<file path="src/rtl/writeback_stage_if.sv">
// rtl/writeback_stage_if.sv - memory-stage inputs and register-file write port of the writeback stage
interface writeback_stage_if #(
  parameter int DATA_WIDTH = 32,
  parameter int ADR_WIDTH  = 5
);
  logic                  m_valid;
  logic                  m_regwrite;
  logic [ADR_WIDTH-1:0]  m_rd;
  logic [1:0]            m_resultsrc;
  logic [2:0]            m_funct3;
  logic [DATA_WIDTH-1:0] m_alu_result;
  logic [DATA_WIDTH-1:0] m_read_data;
  logic [DATA_WIDTH-1:0] m_pcplus4;

  logic                  we3;
  logic [ADR_WIDTH-1:0]  a3;
  logic [DATA_WIDTH-1:0] wd3;
  logic                  w_valid;
  logic [31:0]           instret;

  modport master (
    output m_valid, m_regwrite, m_rd, m_resultsrc, m_funct3,
           m_alu_result, m_read_data, m_pcplus4,
    input  we3, a3, wd3, w_valid, instret
  );

  modport slave (
    input  m_valid, m_regwrite, m_rd, m_resultsrc, m_funct3,
           m_alu_result, m_read_data, m_pcplus4,
    output we3, a3, wd3, w_valid, instret
  );
endinterface

</file>
<file path="src/rtl/writeback_stage.sv">
// rtl/writeback_stage.sv - pipeline writeback register, load formatting and retired-instruction counter
module writeback_stage #(
  parameter int DATA_WIDTH = 32,
  parameter int ADR_WIDTH  = 5
) (
  input  logic               clk,
  input  logic               rst_n,
  input  logic               stall,
  input  logic               flush,
  writeback_stage_if.slave   bus
);

  logic                  valid_q, valid_d;
  logic                  regwrite_q, regwrite_d;
  logic [ADR_WIDTH-1:0]  rd_q, rd_d;
  logic [1:0]            resultsrc_q, resultsrc_d;
  logic [2:0]            funct3_q, funct3_d;
  logic [DATA_WIDTH-1:0] alu_q, alu_d;
  logic [DATA_WIDTH-1:0] rdata_q, rdata_d;
  logic [DATA_WIDTH-1:0] pcplus4_q, pcplus4_d;
  logic [31:0]           instret_q, instret_d;

  logic [7:0]            byte_sel;
  logic [15:0]           half_sel;
  logic [DATA_WIDTH-1:0] load_data;
  logic [DATA_WIDTH-1:0] result;

  // Flush only kills valid; the remaining fields keep their last value.
  always_comb begin
    valid_d     = valid_q;
    regwrite_d  = regwrite_q;
    rd_d        = rd_q;
    resultsrc_d = resultsrc_q;
    funct3_d    = funct3_q;
    alu_d       = alu_q;
    rdata_d     = rdata_q;
    pcplus4_d   = pcplus4_q;
    instret_d   = instret_q;
    if (flush) begin
      valid_d = 1'b0;
    end else if (!stall) begin
      valid_d     = bus.m_valid;
      regwrite_d  = bus.m_regwrite;
      rd_d        = bus.m_rd;
      resultsrc_d = bus.m_resultsrc;
      funct3_d    = bus.m_funct3;
      alu_d       = bus.m_alu_result;
      rdata_d     = bus.m_read_data;
      pcplus4_d   = bus.m_pcplus4;
      if (bus.m_valid) begin
        instret_d = instret_q + 32'd1;
      end
    end
  end

  always_ff @(posedge clk or negedge rst_n) begin
    if (!rst_n) begin
      valid_q     <= 1'b0;
      regwrite_q  <= 1'b0;
      rd_q        <= '0;
      resultsrc_q <= 2'b00;
      funct3_q    <= 3'b000;
      alu_q       <= '0;
      rdata_q     <= '0;
      pcplus4_q   <= '0;
      instret_q   <= 32'd0;
    end else begin
      valid_q     <= valid_d;
      regwrite_q  <= regwrite_d;
      rd_q        <= rd_d;
      resultsrc_q <= resultsrc_d;
      funct3_q    <= funct3_d;
      alu_q       <= alu_d;
      rdata_q     <= rdata_d;
      pcplus4_q   <= pcplus4_d;
      instret_q   <= instret_d;
    end
  end

  // Halfword selection uses only address bit 1; misaligned bit 0 is ignored.
  always_comb begin
    byte_sel  = rdata_q[7:0];
    half_sel  = alu_q[1] ? rdata_q[31:16] : rdata_q[15:0];
    load_data = rdata_q;
    case (alu_q[1:0])
      2'd0:    byte_sel = rdata_q[7:0];
      2'd1:    byte_sel = rdata_q[15:8];
      2'd2:    byte_sel = rdata_q[23:16];
      default: byte_sel = rdata_q[31:24];
    endcase
    case (funct3_q)
      3'b000:  load_data = {{(DATA_WIDTH-8){byte_sel[7]}}, byte_sel};
      3'b100:  load_data = {{(DATA_WIDTH-8){1'b0}}, byte_sel};
      3'b001:  load_data = {{(DATA_WIDTH-16){half_sel[15]}}, half_sel};
      3'b101:  load_data = {{(DATA_WIDTH-16){1'b0}}, half_sel};
      default: load_data = rdata_q;
    endcase
  end

  always_comb begin
    result = alu_q;
    case (resultsrc_q)
      2'b01:   result = load_data;
      2'b10:   result = pcplus4_q;
      default: result = alu_q;
    endcase
  end

  // A stalled valid instruction keeps writing the same value every cycle.
  assign bus.we3     = valid_q & regwrite_q & (rd_q != '0);
  assign bus.a3      = rd_q;
  assign bus.wd3     = result;
  assign bus.w_valid = valid_q;
  assign bus.instret = instret_q;

endmodule

</file>
<file path="src/flat_wrapper.sv">
// flat-port wrapper written by rule: the top's interface ports become plain ports
module writeback_stage_flat 
#(
  parameter int DATA_WIDTH = 32,
  parameter int ADR_WIDTH  = 5
)
  (clk, rst_n, stall, flush, bus_m_valid, bus_m_regwrite, bus_m_rd, bus_m_resultsrc, bus_m_funct3, bus_m_alu_result, bus_m_read_data, bus_m_pcplus4, bus_we3, bus_a3, bus_wd3, bus_w_valid, bus_instret);
  writeback_stage_if #(.DATA_WIDTH(DATA_WIDTH), .ADR_WIDTH(ADR_WIDTH)) bus_i ();
  input  logic clk;
  input  logic rst_n;
  input  logic stall;
  input  logic flush;
  input wire logic [$bits(bus_i.m_valid)-1:0] bus_m_valid;
  input wire logic [$bits(bus_i.m_regwrite)-1:0] bus_m_regwrite;
  input wire logic [$bits(bus_i.m_rd)-1:0] bus_m_rd;
  input wire logic [$bits(bus_i.m_resultsrc)-1:0] bus_m_resultsrc;
  input wire logic [$bits(bus_i.m_funct3)-1:0] bus_m_funct3;
  input wire logic [$bits(bus_i.m_alu_result)-1:0] bus_m_alu_result;
  input wire logic [$bits(bus_i.m_read_data)-1:0] bus_m_read_data;
  input wire logic [$bits(bus_i.m_pcplus4)-1:0] bus_m_pcplus4;
  output wire logic [$bits(bus_i.we3)-1:0] bus_we3;
  output wire logic [$bits(bus_i.a3)-1:0] bus_a3;
  output wire logic [$bits(bus_i.wd3)-1:0] bus_wd3;
  output wire logic [$bits(bus_i.w_valid)-1:0] bus_w_valid;
  output wire logic [$bits(bus_i.instret)-1:0] bus_instret;
  assign bus_i.m_valid = bus_m_valid;
  assign bus_i.m_regwrite = bus_m_regwrite;
  assign bus_i.m_rd = bus_m_rd;
  assign bus_i.m_resultsrc = bus_m_resultsrc;
  assign bus_i.m_funct3 = bus_m_funct3;
  assign bus_i.m_alu_result = bus_m_alu_result;
  assign bus_i.m_read_data = bus_m_read_data;
  assign bus_i.m_pcplus4 = bus_m_pcplus4;
  assign bus_we3 = bus_i.we3;
  assign bus_a3 = bus_i.a3;
  assign bus_wd3 = bus_i.wd3;
  assign bus_w_valid = bus_i.w_valid;
  assign bus_instret = bus_i.instret;
  writeback_stage #(.DATA_WIDTH(DATA_WIDTH), .ADR_WIDTH(ADR_WIDTH)) u_core (.clk(clk), .rst_n(rst_n), .stall(stall), .flush(flush), .bus(bus_i));
endmodule
</file>
<file path="config.mk">
export PLATFORM = sky130hd
export DESIGN_NAME = writeback_stage_flat
export DESIGN_NICKNAME = d
export VERILOG_FILES = /design/src/rtl/writeback_stage_if.sv /design/src/rtl/writeback_stage.sv /design/src/flat_wrapper.sv
export SDC_FILE = /design/constraint.sdc
export NUM_CORES = 1
export LEC_CHECK = 0
export BUFFER_PORTS_ARGS = -buffer_cell sky130_fd_sc_hd__buf_2
export CORE_MARGIN = 2
export CORE_UTILIZATION = 57
export DETAILED_ROUTE_END_ITERATION = 10
export PLACE_DENSITY = 0.95
export SYNTH_ARGS = -nofsm -noshare
export SYNTH_HDL_FRONTEND = slang
export SYNTH_SLANG_ARGS = --single-unit
export TNS_END_PERCENT = 100
</file>
<file path="constraint.sdc">
create_clock -name clk -period 4.2 [get_ports clk]
set_clock_uncertainty 0.15 [all_clocks]
set_input_delay 0 -clock clk [delete_from_list [all_inputs] [get_ports clk]]
set_output_delay 0 -clock clk [all_outputs]
set_load 0.03 [all_outputs]
</file>
# Word level (Yosys, flattened, before mapping)
# Cells that the tools add are included.
dict set report totals {
  out_inout_bits 71
  register_bits 140
  word_cells 33
  inputBits 112
}
dict set report op_classes {
  muxes 6
  eq_ne 8
  n_addsub 1
  reduce_logical 5
  n_bitwise 4
}
# op n
set op_table {}
lappend op_table {{$pmux 32 s4} 1}
lappend op_table {{$pmux 32 s2} 1}
lappend op_table {{$add 32x1->32 const B} 1}
lappend op_table {{$pmux 8 s3} 1}
lappend op_table {{$mux 16} 1}
lappend op_table {{$eq 3x3->1 const B} 2}
lappend op_table {{$reduce_bool 5->1} 1}
lappend op_table {{$eq 2x1->1 const B} 2}
lappend op_table {{$eq 2x2->1 const B} 2}
lappend op_table {{$eq 3x1->1 const B} 1}
lappend op_table {{$logic_not 3->1} 1}
lappend op_table {{$reduce_and 3->1} 1}
lappend op_table {{$and 1x1->1} 2}
lappend op_table {{$logic_not 2->1} 1}
lappend op_table {{$mux 1} 2}
lappend op_table {{$ne 2x1->1 const B} 1}
lappend op_table {{$not 1->1} 2}
lappend op_table {{$reduce_and 2->1} 1}

# Depth between registers and ports, before layout
# Gate-level depths: netlist (run 1).
dict set report logic_depth {
  word_depth 4
  depth_mapped 8
  ltp_nobuf 6
}

# Worst setup path before layout (run 1)
# No wires, ideal clock.
dict set report synth_path {
  path_kind {reg2out}
  from {register u_core.resultsrc_q[1]}
  to {output bus_wd3[14]}
  required_ns 4.050
  arrival_ns 1.994
  path_slack_ns 2.056
  n_path_buf 2
  path_stages_with_launch 8
  cell_sequence {dfrtp_1 -> inv_1 -> ha_1 -> clkbuf_1 -> nor2b_1 -> clkbuf_1 -> o21ai_0 -> o21ai_0}
}
dict set report synth_between {
  elab_chain_len 2
  word_cells_on_any_way 3
  cone_classes {2 x eq/ne; 1 x mux}
}
# element line_no
set synth_rtl {}
lappend synth_rtl {{start: declaration} writeback_stage.sv:16} ;# logic [1:0] resultsrc_q, resultsrc_d;
lappend synth_rtl {{start signal: assignment} writeback_stage.sv:71} ;# resultsrc_q <= resultsrc_d;
lappend synth_rtl {{$eq 2x2->1 / $eq 2x1->1 (equally long branches)} writeback_stage.sv:102} ;# case (resultsrc_q)
lappend synth_rtl {{$pmux 32 s2 (*)} writeback_stage.sv:102}
lappend synth_rtl {{end: declaration} flat_wrapper.sv:23} ;# output wire logic [$bits(bus_i.wd3)-1:0] bus_wd3;
# Mark *: on every way between the ends. The rest lies on a longest branch, timed or not.

# Final worst setup path (run 1)
dict set report layout_path {
  from {register u_core.resultsrc_q[1]}
  to {output bus_wd3[28]}
}
# Same word-level chain as after synthesis.

==> results of run 1 <==
==> sequential cells by signal, indices dropped and copies added, names as in the netlist <==
register / flops
u_core.regwrite_q: 1
u_core.rdata_q: 32
u_core.pcplus4_q: 32
u_core.alu_q: 32
u_core.bus.instret: 32
u_core.bus.a3: 5
u_core.funct3_q: 3
u_core.resultsrc_q: 2
u_core.bus.w_valid: 1
==> kinds of logic after synthesis <==
logic type / share of synthesized area
AO/OA/AOI/OAI: 0.09558
XOR/XNOR: 0.04067
buffers and inverters: 0.02961
AND/OR/NAND/NOR: 0.1021
adder cells (fa/ha/maj): 0.005623
flip-flops: 0.5247
multiplexers: 0.2016
==> timing repair <==
action / CTS / global route
hold buffers: 112 / 0
buffers inserted: 0 / 0
hold endpoints to repair: 212 / 0
endpoints found under the setup margin: 0 / 0
==> area by class of cell <==
class | count | area, µm² | area share
repair buffers | 297 | 2073 | 0.2214
well taps | 143 | 178.9 | 0.01910
flip-flops and latches | 140 | 3503 | 0.3741
clock inverters | 6 | 82.58 | 0.008818
multi-input cells | 370 | 2985 | 0.3188
clock buffers | 25 | 515.5 | 0.05504
inverters | 7 | 26.28 | 0.002806
==> per-layer routing <==
layer  vias to the layer above  routed length (µm)
li1                       2578                   -
met1                      2909                7627
met4                         0                1160
met5                         -                   0
met3                        94                1394
met2                       316               11390
==> synth_stat cells (2+ instances only) <==
cell type | count | area [µm²]
xnor2_1 | 23 | 201.4
or3_1 | 2 | 12.51
a211oi_1 | 3 | 22.52
buf_2 | 11 | 55.05
o211ai_1 | 22 | 165.2
clkbuf_1 | 21 | 78.83
nand4b_1 | 2 | 17.52
ha_1 | 3 | 37.54
mux2i_1 | 13 | 130.1
inv_1 | 7 | 26.28
nand2_1 | 47 | 176.4
nor3_1 | 3 | 15.01
and4_1 | 2 | 17.52
dfrtp_1 | 140 | 3503
nand4_1 | 14 | 87.58
o221ai_1 | 13 | 113.9
nand3_1 | 9 | 45.04
and3_1 | 5 | 31.28
a21oi_1 | 16 | 80.08
xor2_1 | 8 | 70.07
a22oi_1 | 17 | 127.6
nor3b_2 | 2 | 25.02
and2_1 | 2 | 12.51
o21ai_0 | 17 | 85.08
nor2b_1 | 14 | 87.58
nor2_1 | 11 | 41.29
buf_6 | 3 | 33.78
mux2_2 | 106 | 1194
==> metrics by stage <==
| stage | total power, µW | area (µm²) |
|---|---|---|
| finish | 4380 | 9365 |
| detailed placement | 2726 | 7646 |
| CTS | 4310 | 9365 |
| floorplan | 2379 | 6676 |
| global route | 4536 | 9365 |
| global placement | 2676 | 7646 |
==> worst max-delay path by stage <==
stage | startpoint | endpoint | slack (ns) | cells past startpoint
after floorplan | u_core.resultsrc_q[1] | bus_wd3[14] | 2.06 | 7
after global placement | u_core.resultsrc_q[1] | bus_wd3[27] | 1.85 | 6
after detailed placement | u_core.resultsrc_q[1] | bus_wd3[31] | 1.65 | 6
after CTS | u_core.resultsrc_q[1] | bus_wd3[31] | 1.19 | 6
after global routing | u_core.resultsrc_q[1] | bus_wd3[28] | 0.90 | 6
final | u_core.resultsrc_q[1] | bus_wd3[28] | 1.06 | 6
==> power by group <==
part	switching [µW]	leakage, µW	total, µW	internal [µW]
clock	552	0.000295	1520	963
sequential	188	0.00171	1720	1530
combinational	686	0.00228	1150	463
total	1430	0.00428	4380	2950
==> results by group, run 1 <==
Worst setup path
  – Reg2Reg Depth: 4
  – Req. time, crit path: 4.05 ns
  – FF-to-FF End: u_core.bus.instret[18]
  – Worst-path cell with the longest stage delay: nor2b_1
  – Reg2reg setup slack: 2.02 ns
  – CP cell instances: inv_1, ha_1, nor2b_1, nand3_2, o211ai_1, buf_2
  – R2R Path Start: u_core.bus.instret[8]
  – Crit Path Class: reg2out
  – CP max stage delay: 0.71 ns
  – CP delay by family, top: simple AND/OR/NAND/NOR gates
  – Crit Path Max Fanout: 16
  – Worst Path Buf+Inv: 2
  – CP arrival: 2.99 ns
  – CP Launch Type: flop
  – CP endpoint kind: output pin

Yosys
  – Synth unique cells: 45
  – Seq/Total Area, Yosys: 0.5247
  – Syn Area/Cell: 12.07 µm²
  – EDFF count, synth: 0
  – Asr flop ratio synth: 1.000
  – Primary FF master, synth: dfrtp_1
  – Post-synthesis cell count: 553
  – Post-Syn Area: 6676 µm²
  – Yosys warnings: 0
  – Number of synthesized register bits: 140
  – Synthesized Nets: 668

Cells and area
  – Filler cells: 579
  – Final core occ: 0.8202
  – Most frequent cells in the layout: buf_2 (181), dfrtp_1 (140), dlygate4sd3_1 (112)
  – Ant diodes: 0
  – Most common cell after layout, fill and taps aside: buf_2
  – Nets: 948
  – Final Non-Filler Cells: 988
  – Layout cell share with drive strength beyond 1: 0.3929
  – Area grow syn2layout: 40.27%

Timing
  – Pins Over Slew Limit: 0
  – FMAX: 0.3189 GHz
  – RSZ-0062 raised after global routing: no
  – Final period util: 0.7466
  – Worst-Margin Slew: 0.9198 ns
  – Fin worst setup slack: 1.064 ns
  – Hold Violations, Final: 0
  – Crit path time final: 3.136 ns
  – Max-slew headroom: 0.3868
  – Worst hold slack: 0.1512 ns
  – Final TNS setup: 0 ns
  – Setup violators final: 0

Die
  – Initial Util: 0.5847
  – Die width: 112.2 µm
  – Core area: 11420 µm²
  – Die Y: 112.2 µm
  – Die area: 12590 µm²
  – Top Ports: 183
  – Row Count: 39

Clock network
  – Insertion delay to the later sink of the worst-skew pair: 0.42 ns
  – TritonCTS buffer count: 17
  – Clock Pin Slew Worst Setup and Hold Paths: 0.06 ns
  – Root buffer cell: clkbuf_16
  – TritonCTS clock tree: done
  – H-tree Lvls: 4
  – CTS Buffer Depth: 2
  – CTS Sinks: 140
  – Post-CTS Resized: 0

Placement
  – DP Cell Count: 845
  – Port Buf Inserts: 182
  – Place WS: 1.654 ns
  – Routability cong.: 0.9056
  – DP Wirelength: 11660 µm

Drt
  – Vias per cell: 5.969
  – DRT Pass-1 Iters: 5
  – Routed WL: 21580 µm
  – Final ANT Viol Nets: 0
  – Routed length per instance: 21.84 µm
  – Initial DRC Count: 476
  – Drc violations: 0
  – Vias: 5897

Pwr
  – P_leak: 0.004282 µW
  – Worst VDD drop: 0.0003596 V
  – P per Cell Area: 467.7 nW/µm²

Global routing
  – Number of global-route vias before repair: 6388
  – Global routing usage on met3: 0.08153
  – Total Routing Usage GR: 0.3508
  – Grt ovf: 0
  – GR Layer Usage met2: 0.6221
  – Antenna violations before repair: 0
  – First-pass GRT wire length: 34090 µm
  – GRT busiest layer: met2
  – Largest net degree at the start of global routing: 113
  – Met1 Use GR: 0.3882

Job
  – Max Cap Violations: 0

Worst hold path
  – Hold WC Path Type: in2async

Run status
  – Status: completed
Note: power is estimated with default switching activity, not from simulation.
==> inputs of run 2 (changes only) <==
--- a/config.mk
+++ b/config.mk
@@ -7,9 +7,9 @@
 export LEC_CHECK = 0
 export BUFFER_PORTS_ARGS = -buffer_cell sky130_fd_sc_hd__buf_2
 export CORE_MARGIN = 2
-export CORE_UTILIZATION = 57
+export CORE_UTILIZATION = 48
 export DETAILED_ROUTE_END_ITERATION = 10
-export PLACE_DENSITY = 0.95
+export PLACE_DENSITY = 0.86
 export SYNTH_ARGS = -nofsm -noshare
 export SYNTH_HDL_FRONTEND = slang
 export SYNTH_SLANG_ARGS = --single-unit
==> constraint.sdc (replaced) <==
create_clock -name clk -period 2.5 [get_ports clk]
set_clock_uncertainty 0.15 [all_clocks]
set_input_delay 0 -clock clk [delete_from_list [all_inputs] [get_ports clk]]
set_output_delay 0 -clock clk [all_outputs]
set_load 0.03 [all_outputs]
==> run 2 against run 1 <==
  * Global-route usage fell by 7.2 points
  * Combinational power grew 77%
  * Critical endpoint is now bus_wd3[31]
  * First-iteration DRC count fell by 14%
==> results by group, run 2 (synthesized netlist as in run 1, its figures left out) <==
Pwr
  – Worst VDD drop: 0.0007034 V (was 0.0003596 V)
  – PnR Total Power: 7438 µW (was 4380 µW)
  – P per Cell Area: 765.4 nW/µm² (was 467.7 nW/µm²)
  – P_leak: 0.004418 µW (was 0.004282 µW)

Drt
  – Initial DRC Count: 407 (was 476)
  – Routed WL: 20720 µm (was 21580 µm)
  – Routed length per instance: 19.71 µm (was 21.84 µm)
  – DRT Pass-1 Iters: 5 (unchanged)
  – Drc violations: 0 (unchanged)
  – Final ANT Viol Nets: 0 (unchanged)
  – Vias: 5879 (was 5897)
  – Vias per cell: 5.594 (was 5.969)

Clock network
  – CTS Sinks: 140 (unchanged)
  – Root buffer cell: clkbuf_16 (unchanged)
  – Insertion delay to the later sink of the worst-skew pair: 0.42 ns (about the same)
  – TritonCTS clock tree: done (unchanged)
  – H-tree Lvls: 4 (unchanged)
  – Clock Pin Slew Worst Setup and Hold Paths: 0.06 ns (about the same)
  – Postcts setup bufs: 0 (unchanged)
  – TritonCTS buffer count: 17 (unchanged)
  – CTS Buffer Depth: 2 (unchanged)

Worst hold path
  – Hold WC Path Type: in2async (unchanged)

Global routing
  – Largest net degree at the start of global routing: 68 (was 113)
  – Antenna violations before repair: 0 (unchanged)
  – Total Routing Usage GR: 0.2792 (was 0.3508)
  – First-pass GRT wire length: 31370 µm (was 34090 µm)
  – Grt ovf: 0 (unchanged)
  – Number of global-route vias before repair: 6024 (was 6388)

Die
  – Die width: 121.9 µm (was 112.2 µm)
  – Initial Util: 0.4866 (was 0.5847)
  – Core area: 13720 µm² (was 11420 µm²)
  – Top Ports: 183 (unchanged)
  – Die Y: 121.9 µm (was 112.2 µm)
  – Die area: 14870 µm² (was 12590 µm²)
  – Row Count: 43 (was 39)

Timing
  – Pins Over Slew Limit: 0 (unchanged)
  – Final TNS setup: 0 ns (unchanged)
  – Worst-Margin Slew: 0.6404 ns (was 0.9198 ns)
  – Max-slew headroom: 0.5730 (was 0.3868)
  – FMAX: 0.4151 GHz
  – Final period util: 0.9636
  – RSZ-0062 raised after global routing: no (unchanged)
  – Setup violators final: 0 (unchanged)
  – Crit path time final: 2.409 ns
  – Hold Violations, Final: 0 (unchanged)

Worst setup path
  – Reg2reg setup slack: 0.53 ns (was 2.02 ns)
  – Crit Path Class: reg2out (unchanged)
  – CP delay by family, top: multiplexers (was simple AND/OR/NAND/NOR gates)
  – FF-to-FF End: u_core.bus.instret[24] (was u_core.bus.instret[18])
  – CP max stage delay: 0.54 ns (was 0.71 ns)
  – Crit Path Max Fanout: 8 (was 16)
  – R2R Path Start: u_core.bus.instret[0] (was u_core.bus.instret[8])
  – CP cell instances: mux4_2, mux2_2, nand3_4, o211ai_1, buf_2 (was inv_1, ha_1, nor2b_1, nand3_2, o211ai_1, buf_2)
  – Worst-path cell with the longest stage delay: mux4_2 (was nor2b_1)
  – Reg2Reg Depth: 5 (was 4)
  – Req. time, crit path: 2.35 ns (was 4.05 ns)
  – CP endpoint kind: output pin (unchanged)
  – Worst Path Buf+Inv: 1 (was 2)
  – CP Launch Type: flop (unchanged)
  – CP arrival: 2.26 ns (was 2.99 ns)

Cells and area
  – Most common cell after layout, fill and taps aside: buf_2 (unchanged)
  – Most frequent cells in the layout: buf_2 (181), dfrtp_1 (140), dlygate4sd3_1 (123) (was buf_2 (181), dfrtp_1 (140), dlygate4sd3_1 (112))
  – Layout cell share with drive strength beyond 1: 0.3970 (was 0.3929)
  – Area grow syn2layout: 45.54% (was 40.27%)
  – Filler cells: 923 (was 579)
  – Post-route cell area: 9717 µm² (was 9365 µm²)
  – Nets: 973 (was 948)

Run status
  – Status: completed (unchanged)

Placement
  – DP Area: 7840 µm² (was 7646 µm²)
  – Port Buf Inserts: 182 (unchanged)
  – Routability cong.: 0.8949 (was 0.9056)
  – DP Wirelength: 12190 µm (was 11660 µm)

Job
  – Max Cap Violations: 0 (unchanged)
run 2: cell types whose count changed in the layout (fill, tap and decap cells not counted), sizes merged:
| cell | change |
|---|---|
| clkbuf | -2 |
| dlygate4sd3 | +11 |
| clkinv | +1 |
| buf | +13 |
| clkinvlp | -1 |
| bufinv | +1 |
| nand3 | +1 |
| diode | +2 |
run 2: worst max path at each step:
stage	from	end	slack (ns)	cells after the start
2_1_floorplan	u_core.resultsrc_q[1]	bus_wd3[14]	0.36	7
3_3_place_gp	u_core.funct3_q[0]	bus_wd3[4]	0.48	5
3_5_place_dp	u_core.alu_q[1]	bus_wd3[18]	0.47	5
4_1_cts	u_core.alu_q[1]	bus_wd3[22]	0.02	5
5_1_grt	u_core.resultsrc_q[1]	bus_wd3[28]	0.02	7
6_report	u_core.alu_q[1]	bus_wd3[31]	0.09	5
run 2: final cells by class:
type,instances,area (µm²),area share
inverters,7,26.28,0.002704
repair buffers,321,2331,0.2399
flip-flops and latches,140,3503,0.3605
multi-input cells,371,3034,0.3123
well taps,180,225.2,0.02318
clock inverters,7,113.9,0.01172
diodes,2,5.005,0.0005151
clock buffers,23,478.0,0.04919
run 2: power breakdown:
group	leakage, µW	total [µW]	internal, µW	switching [µW]
registers	0.00171	2840	2570	272
clock network	0.000293	2570	1630	937
logic	0.00241	2030	860	1170
run 2: stage by stage:
stage	util	instances	hold slack, ns	setup WS [ns]
finish	0.7083	1051	0.02580	0.09105
detailed placement	0.5715	895	-0.09878	0.4705
global route	0.7079	1049	0.07337	0.01692
floorplan	-	553	-0.4456	0.3565
CTS	0.7043	1048	0.02022	0.01643
global placement	0.5715	895	-0.1042	0.4838
run 2: timing repair:
| item | CTS | global route |
|---|---|---|
| endpoints found under the setup margin | 0 | 29 |
| hold buffers | 123 | 0 |
| gates resized for setup | 0 | 6 |
| hold endpoints to repair | 223 | 0 |
run 2: layer usage:
metal | GRT usage | share of wire | vias to the layer above
met1 | 0.3369 | 0.40 | 2897
li1 | - | - | 2635
met4 | 0.1171 | 0.027 | 0
met5 | 0 | 0 | -
met3 | 0.07210 | 0.072 | 48
met2 | 0.4752 | 0.51 | 299
